## src/rtl/afe_tx_burst_ctrl.sv

```systemverilog
// Burst sequencer feeding the AFE TX FIFO port from the host TX FIFO (prefill, run, underrun zero-fill, drain).
// Optional test-tone source enabled by defining AFE_TX_TEST_TONE_EN (adds cfg_test input).
module afe_tx_burst_ctrl #(
  parameter int FIFO_AW     = 9,
  parameter int PREFILL_LVL = 64,
  parameter int DRAIN_CYC   = 16
) (
  input  logic               tx_sclk_2x,
  input  logic               reset_n,
  input  logic               start,
  input  logic               stop,
  input  logic [15:0]        cfg_burst_len,
`ifdef AFE_TX_TEST_TONE_EN
  input  logic               cfg_test,
`endif
  input  logic               host_fifo_empty,
  input  logic [FIFO_AW-1:0] host_fifo_usedw,
  input  logic [31:0]        host_fifo_data,
  output logic               host_fifo_req,
  input  logic               afe_fifo_req,
  output logic [31:0]        afe_fifo_data,
  output logic               afe_fifo_empty,
  output logic               tx_en,
  output logic               busy,
  output logic               done,
  output logic [15:0]        underrun_cnt,
  output logic [1:0]         dbg_state
);

  typedef enum logic [1:0] {IDLE, PREFILL, RUN, DRAIN} state_t;

  state_t      state;
  logic [15:0] remaining;
  logic        cont;
  logic [15:0] drain_cnt;
  logic        rd_q;
  logic [31:0] fill_q;
  logic        test_mode;
  logic        want;
  logic        take;
  logic        urun;
  logic        prefill_ok;
  logic [15:0] usedw_ext;

`ifdef AFE_TX_TEST_TONE_EN
  logic        test_q;
  logic [15:0] ramp;
  assign test_mode = test_q;
`else
  assign test_mode = 1'b0;
`endif

  // Handshake: afe_fifo_req in cycle N is answered by afe_fifo_data in cycle N+1; host_fifo_req in
  // cycle N is answered by host_fifo_data in cycle N+1, so a host word passes straight through.
  assign want          = (state == RUN) && afe_fifo_req && (cont || remaining != 16'd0);
  assign take          = want && (test_mode || !host_fifo_empty);
  assign urun          = want && !test_mode && host_fifo_empty;
  assign host_fifo_req = want && !test_mode && !host_fifo_empty;

  assign usedw_ext  = 16'(host_fifo_usedw);
  assign prefill_ok = test_mode || (usedw_ext >= 16'(PREFILL_LVL)) ||
                      (!cont && usedw_ext >= remaining);

  assign afe_fifo_data = rd_q ? host_fifo_data : fill_q;
  assign busy          = (state != IDLE);
  assign dbg_state     = state;

  always_ff @(posedge tx_sclk_2x) begin
    if (!reset_n) begin
      state          <= IDLE;
      remaining      <= 16'd0;
      cont           <= 1'b0;
      drain_cnt      <= 16'd0;
      rd_q           <= 1'b0;
      fill_q         <= 32'd0;
      underrun_cnt   <= 16'd0;
      tx_en          <= 1'b0;
      afe_fifo_empty <= 1'b1;
      done           <= 1'b0;
`ifdef AFE_TX_TEST_TONE_EN
      test_q         <= 1'b0;
      ramp           <= 16'd0;
`endif
    end else begin
      rd_q   <= host_fifo_req;
      fill_q <= 32'd0;
      done   <= 1'b0;
      case (state)
        IDLE: begin
          if (start) begin
            state          <= PREFILL;
            remaining      <= cfg_burst_len;
            cont           <= (cfg_burst_len == 16'd0);
            underrun_cnt   <= 16'd0;
            tx_en          <= 1'b1;
            afe_fifo_empty <= 1'b0;
`ifdef AFE_TX_TEST_TONE_EN
            test_q         <= cfg_test;
            ramp           <= 16'd0;
`endif
          end
        end
        PREFILL: begin
          if (stop) begin
            state     <= DRAIN;
            drain_cnt <= 16'd0;
          end else if (prefill_ok) begin
            state <= RUN;
          end
        end
        RUN: begin
          if (take && !cont) remaining <= remaining - 16'd1;
          if (urun && underrun_cnt != 16'hFFFF) underrun_cnt <= underrun_cnt + 16'd1;
`ifdef AFE_TX_TEST_TONE_EN
          if (take && test_mode) begin
            fill_q <= {ramp, ~ramp};
            ramp   <= ramp + 16'd1;
          end
`endif
          // A read taken alongside stop still completes; its word appears in the first DRAIN cycle.
          if (stop || (take && !cont && remaining == 16'd1)) begin
            state     <= DRAIN;
            drain_cnt <= 16'd0;
          end
        end
        DRAIN: begin
          if (drain_cnt == 16'(DRAIN_CYC - 1)) begin
            state          <= IDLE;
            drain_cnt      <= 16'd0;
            tx_en          <= 1'b0;
            afe_fifo_empty <= 1'b1;
            done           <= 1'b1;
          end else begin
            drain_cnt <= drain_cnt + 16'd1;
          end
        end
        default: state <= IDLE;
      endcase
    end
  end

endmodule

```

## config.mk

```make
export PLATFORM = sky130hd
export DESIGN_NAME = afe_tx_burst_ctrl
export DESIGN_NICKNAME = d
export VERILOG_FILES = /design/src/rtl/afe_tx_burst_ctrl.sv
export SDC_FILE = /design/constraint.sdc
export NUM_CORES = 1
export LEC_CHECK = 0
export CORE_ASPECT_RATIO = 0.9
export CORE_UTILIZATION = 45
export CTS_CLUSTER_DIAMETER = 150
export DETAILED_ROUTE_END_ITERATION = 10
export GPL_ROUTABILITY_DRIVEN = 0
export GPL_TIMING_DRIVEN = 0
export PLACE_DENSITY = 0.85
export SYNTH_ARGS = -nofsm -noshare
export SYNTH_HDL_FRONTEND = slang
export SYNTH_SLANG_ARGS = --single-unit
```

## constraint.sdc

```tcl
create_clock -name tx_sclk_2x -period 4.3 [get_ports tx_sclk_2x]
set_input_delay 0.645 -clock tx_sclk_2x [delete_from_list [all_inputs] [get_ports tx_sclk_2x]]
set_output_delay 0.645 -clock tx_sclk_2x [all_outputs]
set_load 0.005 [all_outputs]
```

==> impl_metrics.tcl <==
set metrics [dict create \
    routedWlPerCell_um 15.8 \
    use_met1_pct 31.6 \
    antenna_found_initial 0 \
    end_kind "primary output" \
    gr-usage-met2_pct 46.8 \
    clk_pin_slew_ns 0.10 \
    crit_slowest_cell "clkdlybuf4s50_1" \
    core-area_um2 7580 \
    pwr-share-comb_pct 50.3 \
    grt_pass1_vias 3812 \
    critPathLaunch "host_fifo_empty" \
    ys_types 49 \
    finalWirelength_um 10700 \
    numCtsBuffers 5 \
    post_cts_buffers 0 \
    p_sw_w 0.000869 \
    cts_tree "yes" \
    switching_share_pct 42.5 \
    netlist_top_cells_count "55 x dfxtp_1, 44 x a21oi_1, 37 x and2_1" \
    dp.cells 668 \
    cts_resized 0 \
    crit_buf_inv 2 \
    grt.overflow.total 0 \
    htree_levels 2 \
    grt_usage_pct 26.3 \
    drive_gt1_share_pct 3.97 \
    hold_start "underrun_cnt[13]" \
    viasPerCell 5.96 \
    min_period_ns 2.81 \
    power_density_nw_per_um2 412 \
    ctsHoldBuffers 0 \
    stdcell_count 676 \
    cp_slowest_stage_delay_ns 0.57 \
    p_int_w 0.00118 \
    r2r-start "dbg_state[0]" \
    dieArea_um2 8270 \
    postRouteAntennaNets 0 \
    die_y_um 86.4 \
    clock.fmax_mhz 356 \
    crit_top_cell "clkdlybuf4s50_1" \
    worstSetupEndpoint "host_fifo_req" \
    ir_worst_vdd_uv 299 \
    worstSetupPathType "input pin to primary output" \
    synth-edff-count 0 \
    port_buffers 117 \
    cp.depth 4 \
    io_pins 118 \
    timing.final.crit_share_pct 65.3 \
    required_ns 3.65 \
    busiest_layer "met2" \
    dpl_cell_area_um2 4850 \
    drc 0 \
    outcome "finished clean" \
    p_clk_share_pct 17.4 \
    nets 660 \
    synth_cells 455 \
    yosysSeqAreaShare_pct 30.9 \
    cpLargestDelayFamily "buffers and inverters" \
    hpwlAfterDp_um 8270 \
    synth_top_area_cell "dfxtp_1" \
    root_buffer "clkbuf_8" \
    reg2reg_depth 9 \
    hold_ws_ns 0.517 \
    post-place-ws_ns 1.36 \
    yosys_warnings 0 \
    synth_area_per_cell_um2 7.82 \
    crit_path_start_kind "input pin" \
    clk_path_buf_depth 2 \
    synth.cell_area_um2 3560 \
    cts.sinks 55 \
    cp_max_fo 3 \
    maxCapViolations 0 \
    dr.pass1.iters 5 \
    met3_usage_pct 4.21 \
    grt_pass1_wl_um 17300 \
    tightest_slew_ns 0.830 \
    synth-seq-cells 55 \
    hold_class "register to register" \
    path_cells "clkdlybuf4s50_1 -> nand3b_1 -> a21oi_1 -> clkdlybuf4s50_1" \
    syn-num-nets 536 \
    timing.slew.headroom_pct 44.2 \
    reg2reg_to "underrun_cnt[7]" \
    p_seq_share_pct 32.3 \
    initial_core_util_pct 46.9 \
    n_antenna_cell 0 \
    reg2reg_slack_ns 1.69 \
    stdcell_area_um2 4960 \
    die_w_um 95.8 \
    row_count 30 \
    insertion_delay_ns 0.33 \
    final.setup.worst_slack_ns 1.49 \
    finClkSkew_ns 0.0131 \
    synthArstFlopShare_pct 0 \
    rsz0062_at_grt "false" \
    grt_max_degree 18 \
    p_leak_nw 1.78 \
    areaGrowthSynthToFinish_pct 39.4 \
    setup_violations 0 \
    drt_iter0_markers 231 \
    synth_flop_cell "dfxtp_1" \
    maxSlewViolCount 0 \
    num_vias 4026 \
    yosysMostFrequentCell "dfxtp_1" \
    finalHoldViolCount 0 \
    synth_top_area_share_pct 30.9 \
    worstPathArrival_ns 2.16 \
    synth_area_leaders "dfxtp_1 31%, and2_1 6.5%, ha_1 6.3%" \
    setup_tns_ns 0 \
]
-- sequential cells by signal, indices dropped and copies added (netlist names) --
name            count
underrun_cnt       16
remaining          16
drain_cnt          16
done                1
afe_fifo_empty      1
rd_q                1
tx_en               1
dbg_state           2
cont                1
-- metrics by stage --
stage	util [%]	total power (W)
after floorplan	-	0.00133
after global placement	64.0	0.00163
after detailed placement	64.0	0.00167
after CTS	65.5	0.00202
after global routing	65.5	0.00218
final	65.5	0.00204
-- per-layer routing --
metal,wire length [um],up-vias
met5,0,-
li1,-,1915
met3,1020,18
met1,4150,1871
met2,5350,222
met4,187,0
-- worst min-delay path by stage --
stage	end	slack, ns	cells after the start
2_1_floorplan	drain_cnt[15]	0.46	2
3_3_place_gp	drain_cnt[15]	0.47	2
3_5_place_dp	underrun_cnt[13]	0.50	2
4_1_cts	underrun_cnt[13]	0.51	2
5_1_grt	tx_en	0.54	2
6_report	underrun_cnt[13]	0.52	2
-- area by class of cell --
type	instances	area, um^2
timing repair buffer	117	1170
inverter	16	60.1
clock inverter	3	43.8
buffer	22	92.6
tap	96	120
sequential	55	1100
fill	643	2620
clock buffer	5	68.8
multi-input combinational	362	2310
-- cells by family after synthesis --
logic type	count (synthesis)	share of synthesized area, %
AO/OA/AOI/OAI	114	19.0
XOR/XNOR	8	1.97
adder cells (fa/ha/maj)	18	6.33
buffers and inverters	38	4.29
flip-flops	55	30.9
multiplexers	10	2.81
AND/OR/NAND/NOR	212	34.7
-- power by group through the flow --
stage | logic [W] | clock network [W] | registers, W
floorplan | 0.000683 | 0 | 0.000649
global placement | 0.000966 | 0 | 0.000663
detailed placement | 0.00100 | 0 | 0.000667
CTS | 0.00101 | 0.000352 | 0.000656
global route | 0.00113 | 0.000375 | 0.000669
finish | 0.00103 | 0.000356 | 0.000659
-- placed cells by master, fill, tap and decap left out, drive strengths merged, types with 15 or more instances in the layout --
cell type / count
a21oi: 45
and2: 37
clkbuf: 21
clkdlybuf4s50: 117
dfxtp: 55
ha: 18
inv: 15
nand2: 25
nand3: 17
nor2: 36
nor4: 16
o21ai: 29
-- worst register-to-register path: cells and delay by family, from the launching register on --
| kind | cells | cell delay (ns) |
|---|---|---|
| AOI/OAI and AO/OA | 3 | 0.90 |
| adders and majority gates | 1 | 0.29 |
| buffers and inverters | 2 | 0.38 |
| DFF | 1 | 0.41 |
| and+or+nand+nor | 3 | 0.56 |
No activity file was read; power rests on OpenSTA's default activity.
